`config.mk`:
```
export PLATFORM = sky130hd
export DESIGN_NAME = rst_seq_sonata
export DESIGN_NICKNAME = d
export VERILOG_FILES = /design/src/rtl/rst_seq_sonata.sv
export SDC_FILE = /design/constraint.sdc
export NUM_CORES = 1
export LEC_CHECK = 0
export CAP_MARGIN = 20
export CORE_MARGIN = 2
export CORE_UTILIZATION = 45
export DETAILED_ROUTE_END_ITERATION = 12
export MAX_ROUTING_LAYER = met4
export PLACE_DENSITY = 0.65
export SLEW_MARGIN = 10
export SYNTH_ARGS = -nofsm -noshare
export SYNTH_HDL_FRONTEND = slang
export SYNTH_SLANG_ARGS = --single-unit
```
`constraint.sdc`:
```
create_clock -name clk_i -period 3 [get_ports clk_i]
set_input_delay 0.9 -clock clk_i [delete_from_list [all_inputs] [get_ports clk_i]]
set_output_delay 0.9 -clock clk_i [all_outputs]
set_load 0.02 [all_outputs]
```
`src/rtl/rst_seq_sonata.sv`:
```
// Reset sequencer: synchronises PLL lock and board button, holds reset,
// then releases peripheral and core resets in order, recording the cause.
module rst_seq_sonata #(
    parameter int SyncStages     = 2,
    parameter int DebounceCycles = 1000,
    parameter int HoldCycles     = 64,
    parameter int StageGap       = 16,
    parameter int CntWidth       = 16
) (
    input  logic       clk_i,
    input  logic       rst_i,
    input  logic       locked_i,
    input  logic       ext_rst_ni,
    input  logic       sw_rst_req_i,
    output logic       rst_periph_no,
    output logic       rst_core_no,
    output logic [3:0] reset_reason_o,
    output logic [2:0] state_o
);

    typedef enum logic [1:0] {
        WAIT_LOCK = 2'd0,
        HOLD      = 2'd1,
        PERIPH_ON = 2'd2,
        RUN       = 2'd3
    } state_e;

    localparam logic [3:0] ReasonPor  = 4'b0001;
    localparam logic [3:0] ReasonLock = 4'b0010;
    localparam logic [3:0] ReasonExt  = 4'b0100;
    localparam logic [3:0] ReasonSw   = 4'b1000;

    localparam logic [CntWidth-1:0] DebLast  = CntWidth'(DebounceCycles - 1);
    localparam logic [CntWidth-1:0] HoldLast = CntWidth'(HoldCycles - 1);
    localparam logic [CntWidth-1:0] GapLast  = CntWidth'(StageGap - 1);

    logic [SyncStages-1:0] lock_sync_q, lock_sync_d;
    logic [SyncStages-1:0] ext_sync_q, ext_sync_d;
    logic                  deb_rel_q, deb_rel_d;
    logic [CntWidth-1:0]   deb_cnt_q, deb_cnt_d;
    logic [CntWidth-1:0]   cnt_q, cnt_d;
    state_e                state_q, state_d;
    logic                  periph_q, periph_d;
    logic                  core_q, core_d;
    logic [3:0]            reason_q, reason_d;

    logic lock_s, ext_s;
    logic lock_lost, ext_press, sw_hit, abort;

    assign lock_s = lock_sync_q[SyncStages-1];
    assign ext_s  = ext_sync_q[SyncStages-1];

    always_comb begin
        lock_sync_d = {lock_sync_q[SyncStages-2:0], locked_i};
        ext_sync_d  = {ext_sync_q[SyncStages-2:0], ext_rst_ni};
    end

    // Same threshold in both directions; any matching cycle restarts the count.
    always_comb begin
        deb_rel_d = deb_rel_q;
        deb_cnt_d = '0;
        if (ext_s != deb_rel_q) begin
            if (deb_cnt_q >= DebLast) begin
                deb_rel_d = ext_s;
            end else begin
                deb_cnt_d = deb_cnt_q + 1'b1;
            end
        end
    end

    assign lock_lost = !lock_s;
    assign ext_press = !deb_rel_q;
    assign sw_hit    = sw_rst_req_i && (state_q == RUN);
    assign abort     = (state_q != WAIT_LOCK)
                     && (lock_lost || ext_press || sw_hit);

    always_ff @(posedge clk_i or posedge rst_i) begin
        if (rst_i) begin
            lock_sync_q <= '0;
            ext_sync_q  <= '0;
            deb_rel_q   <= 1'b1;
            deb_cnt_q   <= '0;
            cnt_q       <= '0;
            state_q     <= WAIT_LOCK;
            periph_q    <= 1'b0;
            core_q      <= 1'b0;
            reason_q    <= ReasonPor;
        end else begin
            lock_sync_q <= lock_sync_d;
            ext_sync_q  <= ext_sync_d;
            deb_rel_q   <= deb_rel_d;
            deb_cnt_q   <= deb_cnt_d;
            cnt_q       <= cnt_d;
            state_q     <= state_d;
            periph_q    <= periph_d;
            core_q      <= core_d;
            reason_q    <= reason_d;
        end
    end

    always_comb begin
        state_d = state_q;
        unique case (state_q)
            WAIT_LOCK: if (lock_s && !ext_press) state_d = HOLD;
            HOLD: begin
                if (abort) state_d = WAIT_LOCK;
                else if (cnt_q >= HoldLast) state_d = PERIPH_ON;
            end
            PERIPH_ON: begin
                if (abort) state_d = WAIT_LOCK;
                else if (cnt_q >= GapLast) state_d = RUN;
            end
            RUN: if (abort) state_d = WAIT_LOCK;
            default: state_d = WAIT_LOCK;
        endcase
    end

    // Resets are registered images of the next state, so they move together.
    always_comb begin
        periph_d = (state_d == PERIPH_ON) || (state_d == RUN);
        core_d   = (state_d == RUN);
        cnt_d    = '0;
        if (state_d == state_q && state_q != WAIT_LOCK) begin
            cnt_d = (cnt_q == '1) ? cnt_q : cnt_q + 1'b1;
        end
        reason_d = reason_q;
        if (abort) begin
            priority case (1'b1)
                lock_lost: reason_d = ReasonLock;
                ext_press: reason_d = ReasonExt;
                default:   reason_d = ReasonSw;
            endcase
        end
    end

    assign rst_periph_no  = periph_q;
    assign rst_core_no    = core_q;
    assign reset_reason_o = reason_q;
    assign state_o        = {1'b0, state_q};

endmodule

```
==> metrics.txt, run 1 <==
# TYPE chip_impl_metric gauge
chip_impl_metric{name="syn-instance-count",unit=""} 207
chip_impl_metric{name="syn_to_final_growth",unit="%"} 15.3
chip_impl_metric{name="number_of_antenna_violations_at_the_first_check_in_global_routing",unit=""} 0
chip_impl_metric{name="ant_nets",unit=""} 0
chip_impl_metric{name="switching_power_summed_over_all_nets",unit="uW"} 249
chip_impl_metric{name="floorplan.core_area",unit="sq um"} 4440
chip_impl_metric{name="dieArea",unit="sq um"} 5260
chip_impl_info{name="tritoncts",value="yes"} 1
chip_impl_metric{name="timing.max_slew.rel_slack",unit="%"} 42.9
chip_impl_info{name="cts_root_buf",value="clkbuf_8"} 1
chip_impl_metric{name="netlist_area",unit="sq um"} 2110
chip_impl_metric{name="netlist-cell-type-count",unit=""} 46
chip_impl_metric{name="final.min_clock_period",unit="ns"} 2.39
chip_impl_metric{name="fin_skew",unit="ns"} 0.00819
chip_impl_metric{name="setup_viol",unit=""} 0
chip_impl_metric{name="dp_worst_setup_slack",unit="ns"} 0.471
chip_impl_metric{name="vias_per_cell",unit=""} 5.84
chip_impl_metric{name="path_max_fanout",unit=""} 10
chip_impl_metric{name="final.setup.tns",unit="ns"} 0
chip_impl_metric{name="syn_avg_cell_area",unit="sq um"} 10.2
chip_impl_metric{name="comb_power_share",unit="%"} 4.6
chip_impl_metric{name="layout_worst_path_cycle_share",unit="%"} 79.8
chip_impl_info{name="most_common_cell_in_the_netlist",value="dfrtp_1"} 1
chip_impl_info{name="worst_path_max_delay_cell",value="clkdlybuf4s50_1"} 1
chip_impl_metric{name="detail_route.iter0.violations",unit=""} 152
chip_impl_metric{name="layout-drive-gt1-share",unit="%"} 8.89
chip_impl_info{name="worstPathCellList",value="clkdlybuf4s50_1"} 1
chip_impl_metric{name="insertedDiodeCount",unit=""} 0
chip_impl_metric{name="max_cap_viol_count",unit=""} 0
chip_impl_metric{name="power_consumption",unit="mW"} 1.30
chip_impl_info{name="worstSetupEndpointType",value="output pin"} 1
chip_impl_metric{name="layout.nets",unit=""} 231
chip_impl_metric{name="post_layout_nonfiller_instances",unit=""} 277
chip_impl_metric{name="via_total_after_detailed_routing",unit=""} 1618
chip_impl_info{name="timing.critical_path.max_delay_family",value="buffers and inverters"} 1
chip_impl_info{name="netlist.top_cell.by_area",value="dfrtp_1"} 1
chip_impl_metric{name="switching_share",unit="%"} 19.2
chip_impl_metric{name="first_global_vias",unit=""} 1520
chip_impl_info{name="run_status",value="finished clean"} 1
chip_impl_metric{name="synth.yosys.warnings",unit=""} 0
chip_impl_info{name="critPathLaunchType",value="flop"} 1
chip_impl_metric{name="report.final.slew_viol_count",unit=""} 0
chip_impl_metric{name="leakage_power",unit="nW"} 0.988
chip_impl_metric{name="async_flop_share",unit="%"} 100
chip_impl_metric{name="max-vdd-ir-drop",unit="mV"} 0.248
chip_impl_metric{name="grt_max_degree",unit=""} 24
chip_impl_metric{name="flip_flop_and_latch_count_after_synthesis",unit=""} 44
chip_impl_metric{name="gr-usage-all-layers",unit="%"} 18.3
chip_impl_metric{name="post_cts_hold_buffer_count",unit=""} 0
chip_impl_metric{name="area_fraction_of_the_dominant_cell_type_after_synthesis",unit="%"} 49.7
chip_impl_metric{name="tritoncts_num_sinks",unit=""} 44
chip_impl_metric{name="final.fill_count",unit=""} 402
chip_impl_metric{name="placement.io_buffers",unit=""} 12
chip_impl_metric{name="finalWirelength",unit="mm"} 4.16
chip_impl_metric{name="worst_ep_arrival_time",unit="ns"} 1.49
chip_impl_metric{name="clock_tree.htree_level_count",unit=""} 2
chip_impl_info{name="ys.flop_type",value="dfrtp_1"} 1
chip_impl_metric{name="cts.path.max_buffers",unit=""} 2
chip_impl_metric{name="max_freq",unit="GHz"} 0.418
chip_impl_metric{name="ys_seq_area_share",unit="%"} 52.2
chip_impl_info{name="grt_setup_unrepaired",value="no"} 1
chip_impl_metric{name="dp.final_hpwl",unit="mm"} 2.71
chip_impl_info{name="timing_worst_setup_path_type",value="flop to output pin"} 1
chip_impl_info{name="top_cells_by_instance_count_after_synthesis",value="dfrtp_1, nor2_1, nand2_1, nand3_1, a21oi_1"} 1
chip_impl_metric{name="cts.repair_timing.setup_buffer_count",unit=""} 0
chip_impl_metric{name="drt-pass1-iter-count",unit=""} 4
chip_impl_metric{name="power.density",unit="nW/um^2"} 532
chip_impl_metric{name="die_h",unit="um"} 72.5
chip_impl_metric{name="worst_pin_slew",unit="ns"} 0.851
chip_impl_metric{name="gp_congestion",unit=""} 0.817
chip_impl_metric{name="critical_path.n_buffers_inverters",unit=""} 1
chip_impl_info{name="synth.area.top_cells",value="dfrtp_1, nor2_1, nand2_1"} 1
chip_impl_metric{name="die_x",unit="um"} 72.5
chip_impl_metric{name="post_drt_wl_per_cell",unit="um"} 15.0
chip_impl_metric{name="row_count",unit=""} 24
chip_impl_metric{name="setup_ws",unit="ns"} 0.607
chip_impl_metric{name="remaining_drc_errors",unit=""} 0
chip_impl_metric{name="finalHoldViolCount",unit=""} 0
chip_impl_metric{name="numCtsBuffers",unit=""} 5
chip_impl_metric{name="worstSkewPairLatency",unit="ns"} 0.30
chip_impl_metric{name="grt_first_pass_wirelength",unit="mm"} 7.20
chip_impl_metric{name="post_placement_cell_count",unit=""} 269
chip_impl_metric{name="cell_internal_pwr",unit="mW"} 1.05
chip_impl_metric{name="io_pins",unit=""} 14
chip_impl_metric{name="crit_path_max_incr_delay",unit="ns"} 0.67
chip_impl_metric{name="cp_data_required_time",unit="ns"} 2.10
chip_impl_metric{name="global_route.overflow_total",unit=""} 0
chip_impl_metric{name="post_cts_clock_slew_at_the_launch_and_capture_registers_of_the_worst_setup_and_hold_paths",unit="ns"} 0.08
chip_impl_info{name="holdCritPathClass",value="flop to flop"} 1
chip_impl_metric{name="post_cts_sizing",unit=""} 0
chip_impl_metric{name="seq_power_share",unit="%"} 47.5
chip_impl_metric{name="floorplan.initialDensity",unit="%"} 47.6
chip_impl_metric{name="synth-edff-count",unit=""} 0
chip_impl_metric{name="clkPwrFrac",unit="%"} 47.9
-- kinds of logic (layout without fill, tap and decap cells) --
kind of cell | count (synthesis) | after routing | synth area share [%]
AOI/OAI and AO/OA | 43 | 43 | 14.8
xor gates and xnor gates | 10 | 10 | 4.14
adders and majority gates | 2 | 2 | 1.18
buffers and inverters | 14 | 26 | 4.03
DFF | 44 | 44 | 52.2
muxes | 3 | 3 | 1.48
other | 1 | 7 | 0.177
and+or+nand+nor | 90 | 90 | 22.0
-- metal layers --
layer | global-route usage (%) | wire length, um
met5 | - | 0
met4 | 6.79 | 67
met3 | 3.89 | 222
met2 | 27.0 | 1790
met1 | 25.0 | 2080
-- worst register-to-register path, stage by stage, from the launching register on --
cell and delay [ns]:
dfrtp_1 0.42, ha_1 0.24, nand3_1 0.40, nor4_4 0.68
nor3_1 0.10, a221oi_1 0.27
-- metrics by stage --
| step | hold WS [ns] | util [%] | cell area (sq um) |
|---|---|---|---|
| floorplan | 0.331 | - | 2140 |
| global placement | 0.338 | 51.3 | 2280 |
| detailed placement | 0.344 | 51.3 | 2280 |
| CTS | 0.364 | 54.8 | 2440 |
| global route | 0.387 | 54.8 | 2440 |
| finish | 0.362 | 54.8 | 2440 |
-- power by group through the flow --
| stage | registers [mW] | clock network, mW | logic, mW |
|---|---|---|---|
| after detailed placement | 0.627 | 0 | 0.0611 |
| final | 0.616 | 0.621 | 0.0598 |
| after floorplan | 0.629 | 0 | 0.0344 |
| after CTS | 0.616 | 0.638 | 0.0613 |
| after global routing | 0.618 | 0.657 | 0.0671 |
| after global placement | 0.628 | 0 | 0.0602 |
-- cells in the final DEF (no fill, tap or decap), types with 6 or more instances in the layout --
| master | synthesis | final |
|---|---|---|
| a21oi_1 | 10 | 10 |
| clkdlybuf4s50_1 | 0 | 12 |
| conb_1 | 1 | 7 |
| dfrtp_1 | 42 | 42 |
| nand2_1 | 16 | 16 |
| nand3_1 | 11 | 11 |
| nor2_1 | 28 | 28 |
| nor3_1 | 8 | 8 |
| o21ai_0 | 6 | 6 |
-- worst paths after layout --
path	from	end	slack, ns	depth (start not counted)
min in group asynchronous	rst_i	cnt_q[1]	0.97	2
max in group asynchronous	rst_i	reset_reason_o[0]	1.41	3
setup / recovery	rst_periph_no	rst_periph_no	0.61	1
hold / removal	ext_sync_q[0]	ext_sync_q[1]	0.36	0
setup reg to reg	cnt_q[0]	cnt_q[6]	0.77	5
hold reg to reg	ext_sync_q[0]	ext_sync_q[1]	0.36	0
-- final cells by class --
cell class                      count  area (sq um)  area share, %
Clock buffer                        5          68.8           2.82
Clock inverter                      3          90.1           3.70
Inverter                            4          15.0          0.616
Multi-Input combinational cell    155           947           38.9
Sequential cell                    44          1100           45.3
Tap cell                           52          65.1           2.67
Timing Repair Buffer               14           148           6.06
-- sequential cells by signal, summed over array words and instances, names as in the netlist --
name	flops
reset_reason_o	4
cnt_q	16
rst_core_no	1
rst_periph_no	1
lock_sync_q	2
deb_cnt_q	16
state_q	1
deb_rel_q	1
ext_sync_q	2
Note: power is estimated with default switching activity, not from simulation.
==> inputs of run 2 (changes only) <==
--- a/config.mk
+++ b/config.mk
@@ -10,7 +10,7 @@
 export CORE_UTILIZATION = 45
 export DETAILED_ROUTE_END_ITERATION = 12
 export MAX_ROUTING_LAYER = met4
-export PLACE_DENSITY = 0.65
+export PLACE_DENSITY = 0.68
 export SLEW_MARGIN = 10
 export SYNTH_ARGS = -nofsm -noshare
 export SYNTH_HDL_FRONTEND = slang
==> constraint.sdc (replaced) <==
create_clock -name clk_i -period 2.2 [get_ports clk_i]
set_input_delay 0.66 -clock clk_i [delete_from_list [all_inputs] [get_ports clk_i]]
set_output_delay 0.66 -clock clk_i [all_outputs]
set_load 0.02 [all_outputs]
==> run 2 against run 1 <==
Compared with the run above:
- via count decreased by 2.3%
- power rose by 8.9%
- clock-buffer cell count grew 1
- die area stayed put
- flip-flop and latch count unchanged
- clock skew is 0.0037 ns lower
- register-to-register slack lost 0.65 ns
- sequential power is 36% higher
- clock power fell by 21%
- combinational power is 43% higher
- global-route usage is 0.50 points lower
==> metrics.txt, run 2 (same netlist as run 1, synthesis figures left out) <==
# TYPE chip_impl_metric gauge
chip_impl_metric{name="floorplan.core_area",unit="sq um"} 4440
chip_impl_metric{name="dp_worst_setup_slack",unit="ns"} 0.00695
chip_impl_metric{name="post_layout_nonfiller_instances",unit=""} 282
chip_impl_metric{name="drt-pass1-iter-count",unit=""} 4
chip_impl_metric{name="crit_path_max_incr_delay",unit="ns"} 0.67
chip_impl_metric{name="path_max_fanout",unit=""} 10
chip_impl_info{name="worstPathCellList",value="clkdlybuf4s50_1"} 1
chip_impl_metric{name="tritoncts_num_sinks",unit=""} 44
chip_impl_metric{name="power_consumption",unit="mW"} 1.41
chip_impl_info{name="layout_common_cells",value="dfrtp_1, nor2_1, nand2_1"} 1
chip_impl_metric{name="final.fill_count",unit=""} 404
chip_impl_metric{name="report.final.slew_viol_count",unit=""} 0
chip_impl_metric{name="finalHoldViolCount",unit=""} 0
chip_impl_metric{name="worst_hold_slack",unit="ns"} 0.353
chip_impl_metric{name="setup_ws",unit="ns"} 0.0607
chip_impl_metric{name="insertedDiodeCount",unit=""} 0
chip_impl_metric{name="grt_first_pass_wirelength",unit="mm"} 7.09
chip_impl_info{name="critPathLaunchType",value="flop"} 1
chip_impl_info{name="timing.critical_path.max_delay_family",value="buffers and inverters"} 1
chip_impl_info{name="timing_worst_setup_path_type",value="flop to output pin"} 1
chip_impl_metric{name="switching_share",unit="%"} 23.1
chip_impl_metric{name="die_x",unit="um"} 72.5
chip_impl_metric{name="global_route.overflow_total",unit=""} 0
chip_impl_metric{name="die_h",unit="um"} 72.5
chip_impl_metric{name="final_core_util",unit="%"} 54.1
chip_impl_metric{name="grt_max_degree",unit=""} 45
chip_impl_info{name="run_status",value="finished clean"} 1
chip_impl_metric{name="critical_path.n_buffers_inverters",unit=""} 1
chip_impl_metric{name="placement.cell_area",unit="sq um"} 2320
chip_impl_metric{name="post_cts_clock_slew_at_the_launch_and_capture_registers_of_the_worst_setup_and_hold_paths",unit="ns"} 0.08
chip_impl_metric{name="dieArea",unit="sq um"} 5260
chip_impl_metric{name="layout.nets",unit=""} 236
chip_impl_metric{name="syn_to_final_growth",unit="%"} 13.7
chip_impl_metric{name="seq_power_share",unit="%"} 59.4
chip_impl_info{name="grt_setup_unrepaired",value="no"} 1
chip_impl_metric{name="max_cap_viol_count",unit=""} 0
chip_impl_metric{name="comb_power_share",unit="%"} 6.1
chip_impl_metric{name="via_total_after_detailed_routing",unit=""} 1580
chip_impl_metric{name="post_cts_hold_buffer_count",unit=""} 0
chip_impl_metric{name="layout_worst_path_cycle_share",unit="%"} 97.2
chip_impl_metric{name="dp.final_hpwl",unit="mm"} 2.67
chip_impl_metric{name="cp_data_required_time",unit="ns"} 1.54
chip_impl_info{name="worstSetupEndpointType",value="output pin"} 1
chip_impl_info{name="tritoncts",value="yes"} 1
chip_impl_info{name="holdCritPathClass",value="flop to flop"} 1
chip_impl_metric{name="gp_congestion",unit=""} 0.842
chip_impl_metric{name="postLayoutCellArea",unit="sq um"} 2400
chip_impl_metric{name="clock_tree.htree_level_count",unit=""} 2
chip_impl_info{name="commonest_non_fill_non_tap_cell_in_the_layout",value="dfrtp_1"} 1
chip_impl_metric{name="post_cts_sizing",unit=""} 0
chip_impl_metric{name="setup_viol",unit=""} 0
chip_impl_metric{name="post_drt_wl_per_cell",unit="um"} 14.1
chip_impl_metric{name="row_count",unit=""} 24
chip_impl_metric{name="first_global_vias",unit=""} 1546
chip_impl_metric{name="switching_power_summed_over_all_nets",unit="uW"} 326
chip_impl_metric{name="placement.io_buffers",unit=""} 12
chip_impl_metric{name="floorplan.initialDensity",unit="%"} 47.6
chip_impl_metric{name="leakage_power",unit="nW"} 0.973
chip_impl_metric{name="grt_util_met1",unit="%"} 23.0
chip_impl_metric{name="cell_internal_pwr",unit="mW"} 1.09
chip_impl_metric{name="numCtsBuffers",unit=""} 5
chip_impl_metric{name="gr-usage-all-layers",unit="%"} 17.8
chip_impl_metric{name="ant_nets",unit=""} 0
chip_impl_metric{name="power.density",unit="nW/um^2"} 588
chip_impl_metric{name="grt_use_met2",unit="%"} 26.8
chip_impl_metric{name="worst_ep_arrival_time",unit="ns"} 1.48
chip_impl_metric{name="cts.path.max_buffers",unit=""} 2
chip_impl_info{name="worst_path_max_delay_cell",value="clkdlybuf4s50_1"} 1
chip_impl_metric{name="post_placement_cell_count",unit=""} 274
chip_impl_metric{name="io_pins",unit=""} 14
chip_impl_metric{name="fin_skew",unit="ns"} 0.00454
chip_impl_metric{name="max-vdd-ir-drop",unit="mV"} 0.237
chip_impl_metric{name="vias_per_cell",unit=""} 5.60
chip_impl_metric{name="final.setup.tns",unit="ns"} 0
chip_impl_info{name="cts_root_buf",value="clkbuf_8"} 1
chip_impl_metric{name="number_of_antenna_violations_at_the_first_check_in_global_routing",unit=""} 0
chip_impl_metric{name="final.min_clock_period",unit="ns"} 2.14
chip_impl_metric{name="detail_route.iter0.violations",unit=""} 104
chip_impl_info{name="busiest_layer",value="met2"} 1
chip_impl_metric{name="finalWirelength",unit="mm"} 3.97
chip_impl_metric{name="worst-r2r-setup-slack",unit="ns"} 0.12
chip_impl_metric{name="max_freq",unit="GHz"} 0.467
chip_impl_metric{name="routing_usage_on_met3",unit="%"} 4.86
chip_impl_metric{name="layout-drive-gt1-share",unit="%"} 10.9
chip_impl_metric{name="cts.repair_timing.setup_buffer_count",unit=""} 0
chip_impl_metric{name="clkPwrFrac",unit="%"} 34.5
chip_impl_metric{name="worstSkewPairLatency",unit="ns"} 0.29
chip_impl_metric{name="remaining_drc_errors",unit=""} 0
run 2: final cells by class:
type	instances	area (sq um)	area share [%]
Tap cell	52	65.1	2.71
Clock inverter	2	12.5	0.521
Inverter	4	15.0	0.625
Timing Repair Buffer	19	185	7.71
Clock buffer	6	72.6	3.02
Multi-Input combinational cell	155	947	39.4
Sequential cell	44	1100	46.0
run 2: routing by layer:
layer	share of wire, %	wire length (um)	up-vias
met5	0	0	-
met4	1.4	55	0
met3	3.7	148	6
met2	44	1760	27
met1	50	2000	750
li1	-	-	797
run 2: power groups by stage:
stage	Clock [mW]	Sequential (mW)	Combinational, mW
finish	0.488	0.838	0.0858
global route	0.542	0.841	0.0959
CTS	0.512	0.838	0.0882
detailed placement	0	0.854	0.0879
global placement	0	0.853	0.0871
floorplan	0	0.858	0.0469
run 2: final timing paths:
check / end / depth (start not counted) / from
setup reg to reg: cnt_q[14] / 5 / cnt_q[0]
hold reg to reg: ext_sync_q[1] / 0 / ext_sync_q[0]
max in group asynchronous: reset_reason_o[0] / 3 / rst_i
setup / recovery: rst_periph_no / 1 / rst_periph_no
hold / removal: ext_sync_q[1] / 0 / ext_sync_q[0]
min in group asynchronous: deb_cnt_q[15] / 3 / rst_i
run 2: worst register-to-register path, cell delays in order, from the launching register on:
cell and delay [ns]:
dfrtp_1 0.43, ha_1 0.26, and3_4 0.21, a311o_1 0.36, a211o_4 0.43, a221oi_1 0.29
